<file path="config.mk">
export PLATFORM = sky130hd
export DESIGN_NAME = sc_statemachinemove
export DESIGN_NICKNAME = d
export VERILOG_FILES = /design/src/rtl/sc_move_pkg.sv /design/src/rtl/sc_repeattimer.sv /design/src/rtl/sc_statemachinemove.sv
export SDC_FILE = /design/constraint.sdc
export NUM_CORES = 1
export LEC_CHECK = 0
export ABC_AREA = 0
export CAP_MARGIN = 20
export CORE_MARGIN = 4
export CORE_UTILIZATION = 35
export DETAILED_ROUTE_END_ITERATION = 8
export GPL_TIMING_DRIVEN = 0
export MAX_ROUTING_LAYER = met4
export PLACE_DENSITY = 0.7
export SYNTH_ARGS = -nofsm -noshare
export SYNTH_HDL_FRONTEND = slang
export SYNTH_SLANG_ARGS = --single-unit
</file>
<file path="constraint.sdc">
create_clock -name SC_STATEMACHINEMOVE_CLOCK_50 -period 3.8 [get_ports SC_STATEMACHINEMOVE_CLOCK_50]
set_clock_uncertainty 0.1 [all_clocks]
set_input_delay 0.38 -clock SC_STATEMACHINEMOVE_CLOCK_50 [delete_from_list [all_inputs] [get_ports SC_STATEMACHINEMOVE_CLOCK_50]]
set_output_delay 0.38 -clock SC_STATEMACHINEMOVE_CLOCK_50 [all_outputs]
set_load 0.01 [all_outputs]
</file>
<file path="src/rtl/sc_move_pkg.sv">
// Shared types for the Frogger movement controller: FSM state encoding,
// latched move direction and the shift-select command values.
package sc_move_pkg;

  typedef enum logic [3:0] {
    StReset = 4'd0,
    StStart = 4'd1,
    StCheck = 4'd2,
    StUp    = 4'd3,
    StDown  = 4'd4,
    StLeft  = 4'd5,
    StRight = 4'd6,
    StHold  = 4'd7
  } state_e;

  typedef enum logic [2:0] {
    DirNone  = 3'd0,
    DirUp    = 3'd1,
    DirDown  = 3'd2,
    DirLeft  = 3'd3,
    DirRight = 3'd4
  } dir_e;

  localparam logic [1:0] ShiftHold  = 2'b11;
  localparam logic [1:0] ShiftLeft  = 2'b01;
  localparam logic [1:0] ShiftRight = 2'b10;

  // Active-high pressed vector layout: {start, up, down, left, right}.
  localparam int unsigned BtnStart = 4;
  localparam int unsigned BtnUp    = 3;
  localparam int unsigned BtnDown  = 2;
  localparam int unsigned BtnLeft  = 1;
  localparam int unsigned BtnRight = 0;

  // True when the button belonging to a latched direction is still held.
  function automatic logic dir_pressed(dir_e dir, logic [4:0] pressed);
    logic res;
    res = 1'b0;
    case (dir)
      DirUp:    res = pressed[BtnUp];
      DirDown:  res = pressed[BtnDown];
      DirLeft:  res = pressed[BtnLeft];
      DirRight: res = pressed[BtnRight];
      default:  res = 1'b0;
    endcase
    return res;
  endfunction

endpackage

</file>
<file path="src/rtl/sc_repeattimer.sv">
// Hold-to-repeat timer: emits a one-cycle fire pulse after REPEAT_DELAY enabled
// cycles, then every REPEAT_RATE enabled cycles, until cleared.
module sc_repeattimer #(
  parameter int unsigned REPEAT_DELAY = 25000000,
  parameter int unsigned REPEAT_RATE  = 6250000
) (
  input  logic clk_i,
  input  logic rst_ni,
  input  logic clear_i,
  input  logic enable_i,
  output logic fire_o
);

  localparam int unsigned MaxCnt = (REPEAT_DELAY > REPEAT_RATE) ? REPEAT_DELAY : REPEAT_RATE;
  localparam int unsigned CntW   = $clog2(MaxCnt + 1);
  localparam logic [CntW-1:0] DelayLast = CntW'(REPEAT_DELAY - 1);
  localparam logic [CntW-1:0] RateLast  = CntW'(REPEAT_RATE - 1);

  logic [CntW-1:0] cnt_q, cnt_d;
  logic            first_q, first_d;

  // Count enabled cycles; the first period uses the delay, later ones the rate.
  always_comb begin
    cnt_d   = cnt_q;
    first_d = first_q;
    fire_o  = 1'b0;
    if (clear_i) begin
      cnt_d   = '0;
      first_d = 1'b1;
    end else if (enable_i) begin
      if (cnt_q == (first_q ? DelayLast : RateLast)) begin
        fire_o  = 1'b1;
        cnt_d   = '0;
        first_d = 1'b0;
      end else begin
        cnt_d = cnt_q + CntW'(1);
      end
    end
  end

  // Counter state register.
  always_ff @(posedge clk_i or negedge rst_ni) begin
    if (!rst_ni) begin
      cnt_q   <= '0;
      first_q <= 1'b1;
    end else begin
      cnt_q   <= cnt_d;
      first_q <= first_d;
    end
  end

endmodule

</file>
<file path="src/rtl/sc_statemachinemove.sv">
// Frogger point controller: turns active-low buttons into one-cycle load/shift
// strobes, tracks row/column and blocks moves at the playfield edges.
// Hold-to-repeat stepping is built when SC_STATEMACHINEMOVE_AUTOREPEAT_EN is defined.
module sc_statemachinemove
  import sc_move_pkg::*;
#(
  parameter int unsigned NUM_ROWS     = 8,
  parameter int unsigned NUM_COLS     = 16,
  parameter int unsigned HOME_COL     = 8,
  parameter int unsigned REPEAT_DELAY = 25000000,
  parameter int unsigned REPEAT_RATE  = 6250000
) (
  input  logic                        SC_STATEMACHINEMOVE_CLOCK_50,
  input  logic                        SC_STATEMACHINEMOVE_RESET_InLow,
  input  logic                        SC_STATEMACHINEMOVE_startGame_InLow,
  input  logic                        SC_STATEMACHINEMOVE_upButton_InLow,
  input  logic                        SC_STATEMACHINEMOVE_downButton_InLow,
  input  logic                        SC_STATEMACHINEMOVE_leftButton_InLow,
  input  logic                        SC_STATEMACHINEMOVE_rightButton_InLow,
  output logic                        SC_STATEMACHINEMOVE_load0_OutLow,
  output logic                        SC_STATEMACHINEMOVE_load1_OutLow,
  output logic [1:0]                  SC_STATEMACHINEMOVE_shiftselection_Out,
  output logic [$clog2(NUM_ROWS)-1:0] SC_STATEMACHINEMOVE_row_Out,
  output logic [$clog2(NUM_COLS)-1:0] SC_STATEMACHINEMOVE_col_Out,
  output logic                        SC_STATEMACHINEMOVE_atTop_OutHigh
);

  localparam int unsigned RowW = $clog2(NUM_ROWS);
  localparam int unsigned ColW = $clog2(NUM_COLS);
  localparam logic [RowW-1:0] RowMax  = RowW'(NUM_ROWS - 1);
  localparam logic [ColW-1:0] ColMax  = ColW'(NUM_COLS - 1);
  localparam logic [ColW-1:0] ColHome = ColW'(HOME_COL);

  state_e          state_q, state_d;
  dir_e            dir_q, dir_d;
  logic [RowW-1:0] row_q, row_d;
  logic [ColW-1:0] col_q, col_d;
  logic [4:0]      pressed;

  assign pressed = ~{SC_STATEMACHINEMOVE_startGame_InLow, SC_STATEMACHINEMOVE_upButton_InLow,
                     SC_STATEMACHINEMOVE_downButton_InLow, SC_STATEMACHINEMOVE_leftButton_InLow,
                     SC_STATEMACHINEMOVE_rightButton_InLow};

`ifdef SC_STATEMACHINEMOVE_AUTOREPEAT_EN
  logic held, fire;

  assign held = dir_pressed(dir_q, pressed);

  // Timer runs only while parked in HOLD; it keeps its phase across repeat moves.
  sc_repeattimer #(
    .REPEAT_DELAY (REPEAT_DELAY),
    .REPEAT_RATE  (REPEAT_RATE)
  ) u_repeattimer (
    .clk_i    (SC_STATEMACHINEMOVE_CLOCK_50),
    .rst_ni   (SC_STATEMACHINEMOVE_RESET_InLow),
    .clear_i  (~held),
    .enable_i (held && (state_q == StHold)),
    .fire_o   (fire)
  );
`else
  logic unused_repeat;
  assign unused_repeat = ^{REPEAT_DELAY, REPEAT_RATE, dir_q};
`endif

  // Next-state, position update and Moore strobe outputs.
  always_comb begin
    state_d = state_q;
    dir_d   = dir_q;
    row_d   = row_q;
    col_d   = col_q;
    SC_STATEMACHINEMOVE_load0_OutLow       = 1'b1;
    SC_STATEMACHINEMOVE_load1_OutLow       = 1'b1;
    SC_STATEMACHINEMOVE_shiftselection_Out = ShiftHold;
    unique case (state_q)
      StReset: state_d = StStart;
      StStart: state_d = StCheck;
      StCheck: begin
        dir_d = DirNone;
        if (pressed[BtnStart]) begin
          row_d   = '0;
          col_d   = ColHome;
          state_d = StHold;
        end else if (pressed[BtnUp]) begin
          state_d = StHold;
          if (row_q != RowMax) begin
            state_d = StUp;
            dir_d   = DirUp;
          end
        end else if (pressed[BtnDown]) begin
          state_d = StHold;
          if (row_q != '0) begin
            state_d = StDown;
            dir_d   = DirDown;
          end
        end else if (pressed[BtnLeft]) begin
          state_d = StHold;
          if (col_q != '0) begin
            state_d = StLeft;
            dir_d   = DirLeft;
          end
        end else if (pressed[BtnRight]) begin
          state_d = StHold;
          if (col_q != ColMax) begin
            state_d = StRight;
            dir_d   = DirRight;
          end
        end
      end
      StUp: begin
        SC_STATEMACHINEMOVE_load1_OutLow = 1'b0;
        row_d   = row_q + RowW'(1);
        state_d = StHold;
      end
      StDown: begin
        SC_STATEMACHINEMOVE_load0_OutLow = 1'b0;
        row_d   = row_q - RowW'(1);
        state_d = StHold;
      end
      StLeft: begin
        SC_STATEMACHINEMOVE_shiftselection_Out = ShiftLeft;
        col_d   = col_q - ColW'(1);
        state_d = StHold;
      end
      StRight: begin
        SC_STATEMACHINEMOVE_shiftselection_Out = ShiftRight;
        col_d   = col_q + ColW'(1);
        state_d = StHold;
      end
      StHold: begin
        if (pressed == '0) begin
          state_d = StCheck;
          dir_d   = DirNone;
        end
`ifdef SC_STATEMACHINEMOVE_AUTOREPEAT_EN
        // Releasing the latched button ends repeating until full release.
        else if (!held) begin
          dir_d = DirNone;
        end else if (fire) begin
          case (dir_q)
            DirUp:    if (row_q != RowMax) state_d = StUp;
            DirDown:  if (row_q != '0)     state_d = StDown;
            DirLeft:  if (col_q != '0)     state_d = StLeft;
            DirRight: if (col_q != ColMax) state_d = StRight;
            default:  state_d = StHold;
          endcase
        end
`endif
      end
      default: state_d = StReset;
    endcase
  end

  // State, direction latch and position registers.
  always_ff @(posedge SC_STATEMACHINEMOVE_CLOCK_50 or negedge SC_STATEMACHINEMOVE_RESET_InLow) begin
    if (!SC_STATEMACHINEMOVE_RESET_InLow) begin
      state_q <= StReset;
      dir_q   <= DirNone;
      row_q   <= '0;
      col_q   <= ColHome;
    end else begin
      state_q <= state_d;
      dir_q   <= dir_d;
      row_q   <= row_d;
      col_q   <= col_d;
    end
  end

  assign SC_STATEMACHINEMOVE_row_Out       = row_q;
  assign SC_STATEMACHINEMOVE_col_Out       = col_q;
  assign SC_STATEMACHINEMOVE_atTop_OutHigh = (row_q == RowMax);

endmodule

</file>
==> results.cfg <==
[critical_path]
required_ns = 3.91
r2r_slack_ns = 1.35
r2r_end = SC_STATEMACHINEMOVE_col_Out[1]
crit_path_start_kind = flip-flop
r2r_start = state_q[2]
crit_fanout = 10
r2r_cells = 7
endpoint_kind = flip-flop
arrival_ns = 2.56
path_class = flip-flop to flip-flop

[finish]
multiInputGateArea_um2 = 515
final_common_cell = clkdlybuf4s50_1
nNetsFinal = 134
insertedDiodeCount = 0
final_cell_mix = clkdlybuf4s50_1, nand2_1, a21oi_1, dfrtp_1, o21ai_0
final-seq-area_um2 = 251
layout-drive-gt1-share_pct = 13.1
final.fill_count = 209
synthToLayoutAreaGrowth_pct = 30.4

[flow_run]
max_cap_viol_count = 0

[sta]
tightest_slew_ns = 0.475
max_slew_margin_pct = 68.3
setup_violations = 0
slew_viol_final = 0
period_needed_ns = 2.45
finalCritPeriodShare_pct = 64.5
whs_ns = 0.321
setup-tns-final_ns = 0
rsz0062_at_grt = false
hold_viol = 0
max_freq_ghz = 0.408

[global_routing]
antenna_found_initial = 0
grt_first_pass_wirelength_mm = 3.68
grt_overflow_total = 0
grtUsageTotal_pct = 14.9
grt_max_degree = 11
grt_pass1_vias = 854

[logic_synthesis]
yosysSeqAreaShare_pct = 30.4
synth_cells = 100
syn_avg_cell_area_um2 = 8.27
synth_cell_type_count = 38
synth_top_area_cell = dfrtp_1
netlist.area_leader.share_pct = 27.2
synth-async-reset-ratio_pct = 100
syn_nets = 111
synthTopCellsByArea = dfrtp_1, a21oi_1, o21ai_0
syn_area_um2 = 827
synth_edf_count = 0
ys_seq_elements = 10
ys.flop_type = dfrtp_1
ys_warn_count = 0

[cts]
cts_buffers = 3
cts_tree = built
cts_max_level = 1
post_cts_buffers = 0
path_clk_slew_ns = 0.08
cts_buffer_depth = 2
hold_buffers = 0
cts.sinks = 10
clk-insertion-delay-late_ns = 0.28
root_buffer = clkbuf_4
cts_resized = 0

[place]
gp_congestion = 0.821
port_buffers = 18
hpwl_mm = 1.61

[power]
p_leak_nw = 0.460
p_total_uw = 651
power.density_nw_per_um2 = 604
vdd_ir_drop_max_mv = 0.379

[routing]
wl_mm = 2.14
dr.pass1.iters = 4
wire_per_inst_um = 14.2
drc = 0
viasPerCell = 5.62
drtIter0Drc = 27
vias = 843
drtAntennaViolNets = 0

[die]
die_y_um = 56.6
die_area_um2 = 3200
io_pins = 19
rows = 17
die_width_um = 56.6
start_util_pct = 37.0
core_um2 = 2230

[hold_path]
holdCritPathClass = primary input to asynchronous set/reset pin

[run_status]
status = finished clean
==> cell families after synthesis <==
| kind of cell | synth area share (%) |
|---|---|
| muxes | 2.42 |
| DFF | 30.4 |
| xor gates and xnor gates | 2.12 |
| buffers and inverters | 7.26 |
| AOI/OAI and AO/OA | 26.8 |
| adders and majority gates | 7.87 |
| and+or+nand+nor | 23.1 |
==> metal layers <==
layer	wire length (um)	vias to the layer above	GRT usage (%)
met4	26	0	7.12
met1	948	397	18.4
met5	0	-	-
met2	1030	33	23.4
li1	-	409	-
met3	127	4	2.30
==> synth_stat cells, types with 2 or more instances <==
library cell,instances
a21oi_1,10
nor2b_1,4
a221o_1,3
nand2_1,10
nor2_1,6
and2_1,2
inv_1,6
xor2_1,2
nand3_1,3
inv_2,2
o21ai_0,9
ha_1,2
mux2i_1,2
buf_2,3
a31oi_1,2
dfrtp_1,9
fa_1,2
or3_4,2
nand4_1,2
==> area by class of cell <==
cell class	instances	share of cell area, %
tap	28	3.25
buffer	5	2.78
timing repair buffer	18	16.7
clock buffer	4	3.36
sequential	10	23.3
multi-input combinational	77	47.8
inverter	8	2.78
==> critical path: stages (launching register included) <==
cell	delay (ns)
dfrtp_1	0.50
clkbuf_1	0.39
nand2_1	0.17
inv_1	0.11
fa_1	0.40
and2_1	0.18
o311ai_0	0.30
o221a_2	0.24
==> per-stage QoR <==
| step | area [um^2] | setup slack, ns | cells | util (%) |
|---|---|---|---|---|
| finish | 1080 | 1.35 | 150 | 48.3 |
| global route | 1080 | 1.19 | 150 | 48.3 |
| CTS | 1080 | 1.38 | 150 | 48.3 |
| detailed placement | 1040 | 1.40 | 146 | 46.7 |
| global placement | 1040 | 1.48 | 146 | 46.7 |
| floorplan | 827 | 1.69 | 100 | - |
==> state kept, by name, summed over array words and instances, names as in the netlist <==
| signal | flops |
|---|---|
| state_q | 3 |
| SC_STATEMACHINEMOVE_col_Out | 4 |
| SC_STATEMACHINEMOVE_row_Out | 3 |
==> how the worst max path moves through the flow <==
stage                     cells past startpoint  slack, ns        from                        endpoint
after floorplan                               8       1.69  state_q[1]  SC_STATEMACHINEMOVE_col_Out[1]
after global placement                        7       1.48  state_q[2]  SC_STATEMACHINEMOVE_col_Out[1]
after detailed placement                      7       1.40  state_q[2]  SC_STATEMACHINEMOVE_col_Out[1]
after CTS                                     7       1.38  state_q[2]  SC_STATEMACHINEMOVE_col_Out[1]
after global routing                          7       1.19  state_q[2]  SC_STATEMACHINEMOVE_col_Out[1]
final                                         7       1.35  state_q[2]  SC_STATEMACHINEMOVE_col_Out[1]
==> report_power, final <==
group / total [mW] / switching [mW] / leakage (nW) / internal [mW]
Sequential: 0.205 / 0.0659 / 0.110 / 0.139
Combinational: 0.345 / 0.168 / 0.329 / 0.177
Clock: 0.101 / 0.0424 / 0.0210 / 0.0583
Note: power is estimated with default switching activity, not from simulation.
